`src/rtl/qpsk_pkg.sv`:
```
// Shared types and constants for the two-source QPSK demapper arbiter.
// Latency: n/a (declarations only).
// Backpressure: n/a (declarations only).
//
// Contents:
//   N_DEF / MAX_FRAME_DEF - default component width and frame limit
//   SAMPLE_W_DEF          - default packed {I,Q} sample width (2*N)
//   arb_state_e           - arbitration state encoding
//   src_id_t              - source identifier (0 or 1)
//   meta_t                - per-beat sideband carried with each sample
package qpsk_pkg;

   localparam int N_DEF         = 16;
   localparam int MAX_FRAME_DEF = 1024;
   localparam int SAMPLE_W_DEF  = 2 * N_DEF;

   // Packed sample width for a given I/Q component width.
   function automatic int sample_w(input int n);
      return 2 * n;
   endfunction

   typedef enum logic {
      ST_IDLE  = 1'b0,
      ST_GRANT = 1'b1
   } arb_state_e;

   typedef logic src_id_t;

   localparam src_id_t SRC0 = 1'b0;
   localparam src_id_t SRC1 = 1'b1;

   // Sideband travelling alongside each sample through the output stage.
   typedef struct packed {
      logic    last;
      src_id_t src;
   } meta_t;

endpackage

```
`src/rtl/qpsk_demap_arbiter_axis_out_reg.sv`:
```
// Single-stage valid/ready output register holding one sample plus its meta.
// Latency: a beat loaded at a clock edge is presented on the outputs that same cycle (1 cycle from input).
// Backpressure: contents hold while out_vld_o && !out_rdy_i; free_o tells the feeder when a load is allowed.
//
// Ports:
//   clk, rst              - clock, synchronous active-high reset
//   in_vld_i/in_dat_i/in_meta_i - load request and beat; caller asserts in_vld_i only when free_o=1
//   out_rdy_i             - downstream accept
//   out_vld_o/out_dat_o/out_meta_o - registered beat
//   free_o                - register is empty or being drained this cycle
module axis_out_reg
   import qpsk_pkg::*;
#(
   parameter int DW = SAMPLE_W_DEF
) (
   input  logic          clk,
   input  logic          rst,
   input  logic          in_vld_i,
   input  logic [DW-1:0] in_dat_i,
   input  meta_t         in_meta_i,
   input  logic          out_rdy_i,
   output logic          out_vld_o,
   output logic [DW-1:0] out_dat_o,
   output meta_t         out_meta_o,
   output logic          free_o
);

   logic          vld_q,  vld_d;
   logic [DW-1:0] dat_q,  dat_d;
   meta_t         meta_q, meta_d;

   // A new beat may enter when the slot is empty or its occupant leaves now.
   assign free_o = !vld_q || out_rdy_i;

   always_comb begin
      vld_d  = vld_q;
      dat_d  = dat_q;
      meta_d = meta_q;
      if (in_vld_i) begin
         vld_d  = 1'b1;
         dat_d  = in_dat_i;
         meta_d = in_meta_i;
      end else if (out_rdy_i) begin
         // Beat taken and nothing replaces it: release the slot.
         vld_d = 1'b0;
      end
   end

   always_ff @(posedge clk) begin
      if (rst) begin
         vld_q  <= 1'b0;
         dat_q  <= '0;
         meta_q <= '0;
      end else begin
         vld_q  <= vld_d;
         dat_q  <= dat_d;
         meta_q <= meta_d;
      end
   end

   assign out_vld_o  = vld_q;
   assign out_dat_o  = dat_q;
   assign out_meta_o = meta_q;

endmodule

```
`src/rtl/qpsk_demap_arbiter.sv`:
```
// Frame-granular round-robin arbiter sharing one QPSK demapper between two sample sources.
// Latency: accepted source beat appears on m_* the next cycle; 1 beat/cycle while m_ready=1; >=1 idle cycle between frames.
// Backpressure: source ready only for the frame owner and only while the output register can take a beat.
//
// Ports:
//   clk, rst                               - clock, synchronous active-high reset
//   s0_data/s0_valid/s0_last/s0_ready      - source 0 {I,Q} sample stream
//   s1_data/s1_valid/s1_last/s1_ready      - source 1 {I,Q} sample stream
//   m_data/m_valid/m_last/m_ready          - to demapper din/din_valid/din_last, from in_ready
//   m_src                                  - source id of the beat on m_data
//   busy                                   - a frame grant is held
//   err_trunc                              - one-cycle pulse, shown with the beat a runaway frame was cut on
module qpsk_demap_arbiter
   import qpsk_pkg::*;
#(
   parameter  int N         = N_DEF,
   parameter  int MAX_FRAME = MAX_FRAME_DEF,
   localparam int CW        = $clog2(MAX_FRAME + 1),
   localparam int SW        = sample_w(N)
) (
   input  logic          clk,
   input  logic          rst,
   input  logic [SW-1:0] s0_data,
   input  logic          s0_valid,
   input  logic          s0_last,
   output logic          s0_ready,
   input  logic [SW-1:0] s1_data,
   input  logic          s1_valid,
   input  logic          s1_last,
   output logic          s1_ready,
   output logic [SW-1:0] m_data,
   output logic          m_valid,
   output logic          m_last,
   input  logic          m_ready,
   output logic          m_src,
   output logic          busy,
   output logic          err_trunc
);

   arb_state_e     state_q,   state_d;
   src_id_t        owner_q,   owner_d;
   src_id_t        rr_last_q, rr_last_d;
   logic [CW-1:0]  sym_cnt_q, sym_cnt_d;
   logic           err_q,     err_d;

   logic           out_free;
   logic           sel_valid;
   logic           sel_last;
   logic [SW-1:0]  sel_data;
   logic           accept;
   logic           at_limit;
   logic           beat_last;
   meta_t          in_meta;
   meta_t          out_meta;

   // Owner's stream, selected by the registered grant.
   assign sel_valid = (owner_q == SRC1) ? s1_valid : s0_valid;
   assign sel_last  = (owner_q == SRC1) ? s1_last  : s0_last;
   assign sel_data  = (owner_q == SRC1) ? s1_data  : s0_data;

   // Readies depend only on registered state and m_ready, never on source valid.
   assign s0_ready = (state_q == ST_GRANT) && (owner_q == SRC0) && out_free;
   assign s1_ready = (state_q == ST_GRANT) && (owner_q == SRC1) && out_free;

   assign accept = (state_q == ST_GRANT) && sel_valid && out_free;

   // sym_cnt counts beats already accepted in this frame, so the beat being
   // accepted now is number sym_cnt+1; reaching MAX_FRAME closes the frame.
   assign at_limit  = (sym_cnt_q == CW'(MAX_FRAME - 1));
   assign beat_last = sel_last || at_limit;

   assign in_meta.last = beat_last;
   assign in_meta.src  = owner_q;

   always_comb begin
      state_d   = state_q;
      owner_d   = owner_q;
      rr_last_d = rr_last_q;
      sym_cnt_d = sym_cnt_q;
      err_d     = 1'b0;
      case (state_q)
         ST_IDLE: begin
            // Grant decision only; no beat moves in this cycle.
            if (s0_valid || s1_valid) begin
               if (s0_valid && s1_valid) begin
                  owner_d = ~rr_last_q;
               end else if (s1_valid) begin
                  owner_d = SRC1;
               end else begin
                  owner_d = SRC0;
               end
               state_d   = ST_GRANT;
               sym_cnt_d = '0;
            end
         end
         ST_GRANT: begin
            // Idle cycles from the owner keep the grant indefinitely.
            if (accept) begin
               sym_cnt_d = sym_cnt_q + CW'(1);
               if (beat_last) begin
                  state_d   = ST_IDLE;
                  rr_last_d = owner_q;
                  // A frame that ends by its own last exactly at the limit is not a truncation.
                  err_d     = at_limit && !sel_last;
               end
            end
         end
         default: begin
            state_d = ST_IDLE;
         end
      endcase
   end

   always_ff @(posedge clk) begin
      if (rst) begin
         state_q   <= ST_IDLE;
         owner_q   <= SRC0;
         rr_last_q <= SRC1;
         sym_cnt_q <= '0;
         err_q     <= 1'b0;
      end else begin
         state_q   <= state_d;
         owner_q   <= owner_d;
         rr_last_q <= rr_last_d;
         sym_cnt_q <= sym_cnt_d;
         err_q     <= err_d;
      end
   end

   axis_out_reg #(
      .DW (SW)
   ) u_out_reg (
      .clk        (clk),
      .rst        (rst),
      .in_vld_i   (accept),
      .in_dat_i   (sel_data),
      .in_meta_i  (in_meta),
      .out_rdy_i  (m_ready),
      .out_vld_o  (m_valid),
      .out_dat_o  (m_data),
      .out_meta_o (out_meta),
      .free_o     (out_free)
   );

   assign m_last    = out_meta.last;
   assign m_src     = out_meta.src;
   assign busy      = (state_q == ST_GRANT);
   // Registered so the pulse lines up with the truncated beat on m_*.
   assign err_trunc = err_q;

endmodule

```
`config.mk`:
```
export PLATFORM = sky130hd
export DESIGN_NAME = qpsk_demap_arbiter
export DESIGN_NICKNAME = d
export VERILOG_FILES = /design/src/rtl/qpsk_pkg.sv /design/src/rtl/qpsk_demap_arbiter_axis_out_reg.sv /design/src/rtl/qpsk_demap_arbiter.sv
export SDC_FILE = /design/constraint.sdc
export NUM_CORES = 1
export LEC_CHECK = 0
export BUFFER_PORTS_ARGS = -buffer_cell sky130_fd_sc_hd__buf_4
export CELL_PAD_IN_SITES_DETAIL_PLACEMENT = 1
export CELL_PAD_IN_SITES_GLOBAL_PLACEMENT = 1
export CORE_ASPECT_RATIO = 0.9
export CORE_MARGIN = 2
export CORE_UTILIZATION = 37
export CTS_CLUSTER_DIAMETER = 100
export DETAILED_ROUTE_END_ITERATION = 12
export PLACE_DENSITY = 0.95
export REMOVE_ABC_BUFFERS = 1
export SLEW_MARGIN = 10
export SYNTH_ARGS = -nofsm -noshare
export SYNTH_HDL_FRONTEND = slang
export SYNTH_SLANG_ARGS = --single-unit
```
`constraint.sdc`:
```
create_clock -name clk -period 4.04 [get_ports clk]
set_clock_uncertainty 0.15 [all_clocks]
set_input_delay 0.404 -clock clk [delete_from_list [all_inputs] [get_ports clk]]
set_output_delay 0.404 -clock clk [all_outputs]
set_load 0.05 [all_outputs]
```
* After elaboration in Yosys (flattened, before gate mapping)
Index checks and enable logic that the tools add are counted.
Word-level totals: input port bits 71, logic and storage cells 50, flip-flop bits (word level) 50
Cells by class: multiplexer cells 14, add/subtract/negate cells 1, bitwise logic cells 5, reductions and logical operators 18, equal/unequal tests 3
Operator list (number):
- $mux 32 | 1
- $mux 11 | 2
- $pmux 11 s2 | 1
- $add 11x1->11 const B | 1
- $eq 11x10->1 const B | 1
- $mux 1 | 9
- $logic_and 1x1->1 | 8
- $not 1->1 | 5
- $reduce_and 2->1 | 2
- $reduce_or 4->1 | 1
- $logic_or 1x1->1 | 3
- $reduce_and 3->1 | 1
- $logic_not 1->1 | 2
- $ne 2x1->1 const B | 1
- $ne 2x2->1 const B | 1
- $pmux 1 s2 | 1
- $reduce_bool 2->1 | 1

* Logic depth before layout (Yosys ltp)
word-level depth 5, depth in mapped cells 6, depth with buffers taken out 5

* Modules after synthesis
Synthesis repeated with hierarchy kept, for this count alone.
Unflattened totals: cells, all modules 244, area, all modules 2434.8 µm²
By module, submodules not included:
- axis_out_reg | cells each 114, area an instance 1272.5 µm², instances 1
- qpsk_demap_arbiter | cells each 130, area an instance 1162.4 µm², instances 1

* Worst setup path before layout
Ideal clock, no wire load.
path kind flip-flop to output port, start point register state_q, in the netlist busy, end point output port s0_ready, path slack 1.879 ns, cell stages (with the launch flop) 4, required time 3.486 ns, arrival time 1.607 ns, cells stage by stage dfxtp_1 -> buf_2 -> nand2_1 -> nor2_1
On the way: longest elaborated chain between the ends 2
RTL lines:
- start, declared | RTL line qpsk_demap_arbiter.sv:40 | arb_state_e state_q, state_d;
- start signal, assigned | RTL line qpsk_demap_arbiter.sv:122 | state_q <= state_d;
- $logic_and 1x1->1 (2 in series) | RTL line qpsk_demap_arbiter.sv:62 | assign s0_ready = (state_q == ST_GRANT) && (owner_q == SRC0) && out_free;
- end, declared | RTL line qpsk_demap_arbiter.sv:26 | output logic s0_ready,
No other way between the ends.

* Worst setup path in the final report
start point register state_q, in the netlist busy, end point register u_out_reg.dat_q[3], in the netlist u_out_reg.out_dat_o[3]
On the way: longest elaborated chain between the ends 2
RTL lines:
- $logic_and 1x1->1 (2 in series) | RTL line qpsk_demap_arbiter.sv:65 | assign accept = (state_q == ST_GRANT) && sel_valid && out_free;
- end signal, assigned | RTL line qpsk_demap_arbiter_axis_out_reg.sv:56 | dat_q <= dat_d;
- end, declared | RTL line qpsk_demap_arbiter_axis_out_reg.sv:29 | logic [DW-1:0] dat_q, dat_d;
No other way between the ends. A chain may end at the register's enable or synchronous reset.

==> results by group <==
Run status
  – Status: completed

STA
  – Minimum clock period after layout: 2.64 ns
  – Peak Freq: 0.379 GHz
  – Max_slew headroom: 0.329
  – Final Hold Violating Endpoints: 0
  – Slew @ Worst Pin: 1.01 ns
  – Final hold slack: 0.238 ns
  – Final-report setup violation count: 0
  – Unrepaired setup endpoints after global routing: no
  – Slew Limit Fails: 0
  – Fin crit share: 0.653

Setup path
  – Worst Reg2Reg Path Length in Cells: 4
  – CP startpoint kind: flip-flop
  – Largest fanout on the critical path: 51
  – Max incr delay on CP: 0.94 ns
  – Setup Crit Path Kind: flip-flop to flip-flop
  – Arrival time at the worst endpoint: 2.70 ns
  – CP Capture Type: flip-flop
  – Crit-path cells: and3_2 > buf_4 > nor2_1 > a211oi_1
  – Worst endpoint required time: 4.10 ns
  – Worst path slowest cell: and3_2

Clocking
  – Number of clock sinks: 50
  – CTS tree: built
  – Post-CTS Repair Setup Buffers: 0
  – CTS max path bufs: 2
  – CTS root buffer: clkbuf_8
  – Clk pin slew, worst setup/hold paths: 0.10 ns
  – TritonCTS Buffers: 5
  – Resize count post-CTS: 0
  – # hold bufs at CTS: 0
  – H-tree depth: 2
  – Worst skew pair latency: 0.31 ns

Synth
  – Post-synthesis cell type count: 32
  – Post-synth top area share: 0.410
  – Sequential-to-total area share from yosys stat: 0.410
  – Top cells by area, synth: dfxtp_1 (41%), a211oi_2 (15%), mux2i_1 (14%)
  – Async SR Flop Fraction: 0
  – FF+latch count, synth: 50
  – Yosys synthesis warning count: 0
  – Post-synth top cells: dfxtp_1 (50), nor2_1 (38), mux2i_1 (34), a211oi_2 (30), a21oi_1 (14)
  – Post-synth top area cell: dfxtp_1
  – Post-synthesis cell count: 243
  – Top-count cell post-synth: dfxtp_1
  – Syn Std Cell Area: ~2400 µm²
  – EDFF count, synth: 0
  – Syn avg cell area: 10.0 µm²
  – Top FF cell, synth: dfxtp_1

Route
  – Post-route ant nets: 0
  – DR pass1 iterations: 4
  – Routed vias/inst: approximately 5.2
  – DRC: 0
  – Wirelength per Cell: 16.1 µm
  – DR iter-0 viols: 56
  – Routed vias: 2265
  – Routed wire length: 6.95 mm

Run
  – MaxCap Viol Count: 0

Die
  – Die Area: roughly 7300 µm²
  – I/O pins: 110
  – Die Ht: 81.0 µm
  – Die W: 89.6 µm
  – CORE AREA: 6480 µm²
  – Initial Util: 0.376
  – Rows: 28

GRT
  – Number of global-route vias before repair: 2328
  – GRT Util Overall: 0.189
  – Initial antenna violation count: 0
  – Largest net degree at the start of global routing: 52
  – GRT Residual Overflow: 0
  – First-pass GRT wire length: 10.7 mm

Final layout
  – Nets@finish: 413
  – Final core occ: 0.526
  – Layout area overhead: 39.7%
  – Fraction of layout cells with a size suffix above 1: 0.450
  – Fin cells: 432
  – Design area: 3410 µm²
  – Filler cells: 753
  – # diodes: 0

Worst hold path
  – Worst min path class: primary input to flip-flop
  – Worst hold stages: 3

Place
  – Placed inst area: 3270 µm²
  – Port buffer count: 109
  – HPWL Detailed: 5.07 mm
  – GPL Wtd Cong: 0.734
  – DP Cell Count: 424

Pwr
  – Pwr Density: 394 nW/µm²
  – Total power: 1.34 mW
  – Peak VDD IR: 0.147 mV
  – Static Leak: 1.35 nW
-- state kept, by name, indices dropped and copies added, names as in the netlist --
register,count
sym_cnt_q,11
busy,1
owner_q,1
u_out_reg.out_meta_o,2
u_out_reg.out_vld_o,1
rr_last_q,1
u_out_reg.out_dat_o,32
err_trunc,1
-- cells in the final DEF, fill, tap and decap left out --
master     count
buf_4        111
dfxtp_1       49
nor2_1        38
mux2i_1       34
a211oi_2      30
a21oi_1       14
nand2_1       11
a211oi_1       7
clkbuf_8       5
nand3_1        4
and3_1         3
nand4_1        3
o311ai_1       3
or4_1          3
inv_1          2
nor3b_1        2
mux2_1         2
a41oi_1        2
nand3b_1       2
bufinv_16      2
nand2b_1       1
mux2_4         1
and3_2         1
o21ba_2        1
a31oi_1        1
nand3_4        1
o21bai_1       1
nor4_1         1
o31ai_1        1
nor3_1         1
o21ai_0        1
a211o_1        1
ha_1           1
clkinv_4       1
dfxtp_2        1
-- per-stage QoR --
| step | setup slack, ns | TNS (ns) |
|---|---|---|
| after floorplan | -0.518 | -7.68 |
| after global placement | 1.48 | 0 |
| after detailed placement | 1.28 | 0 |
| after CTS | 1.39 | 0 |
| after global routing | 1.25 | 0 |
| final | 1.40 | 0 |
-- power breakdown --
group	total, mW	switching, mW	internal, mW
clock network	0.423	0.175	0.248
registers	0.545	0.0200	0.525
logic	0.373	0.232	0.141
total	1.34	0.427	0.914
-- layout make-up --
type / instances / area (µm²) / share of cell area
inverter: 2 / 7.51 / 0.00220
sequential: 50 / 1000 / 0.294
timing repair buffer: 111 / 833 / 0.245
clock buffer: 5 / 68.8 / 0.0202
multi-input combinational: 171 / 1310 / 0.386
tap: 90 / 113 / 0.0331
clock inverter: 3 / 68.8 / 0.0202
-- logic make-up (layout without fill, tap and decap cells) --
kind of cell | count (synthesis) | after routing | share of synthesized area
buf+inv | 22 | 121 | 0.0513
flops | 50 | 50 | 0.410
simple gates | 71 | 71 | 0.138
fa+ha+maj | 1 | 1 | 0.00513
compound gates | 62 | 62 | 0.241
mux | 37 | 37 | 0.155
-- final timing paths --
kind | startpoint | endpoint | slack [ns]
setup / recovery | busy | u_out_reg.out_dat_o[3] | 1.40
hold / removal | s1_valid | owner_q | 0.24
hold reg to reg | u_out_reg.out_meta_o[1] | u_out_reg.out_meta_o[1] | 0.32
setup reg to reg | busy | u_out_reg.out_dat_o[3] | 1.40
-- metal layers --
layer	part of all wire	up-vias	wire (µm)	global-route usage
li1	-	1086	-	-
met5	0	-	0	0
met3	0.067	4	469	0.0478
met1	0.38	1092	2660	0.192
met4	0.0047	0	33	0.0388
met2	0.55	83	3790	0.379
-- worst max-delay path: cells and delay by family, from the launching register on --
| family | cells | cell delay [ns] |
|---|---|---|
| AND/OR/NAND/NOR | 2 | 1.03 |
| buffers and inverters | 1 | 0.47 |
| flip-flops | 1 | 0.59 |
| AO/OA/AOI/OAI | 1 | 0.27 |
(Power assumes the default switching activity.)
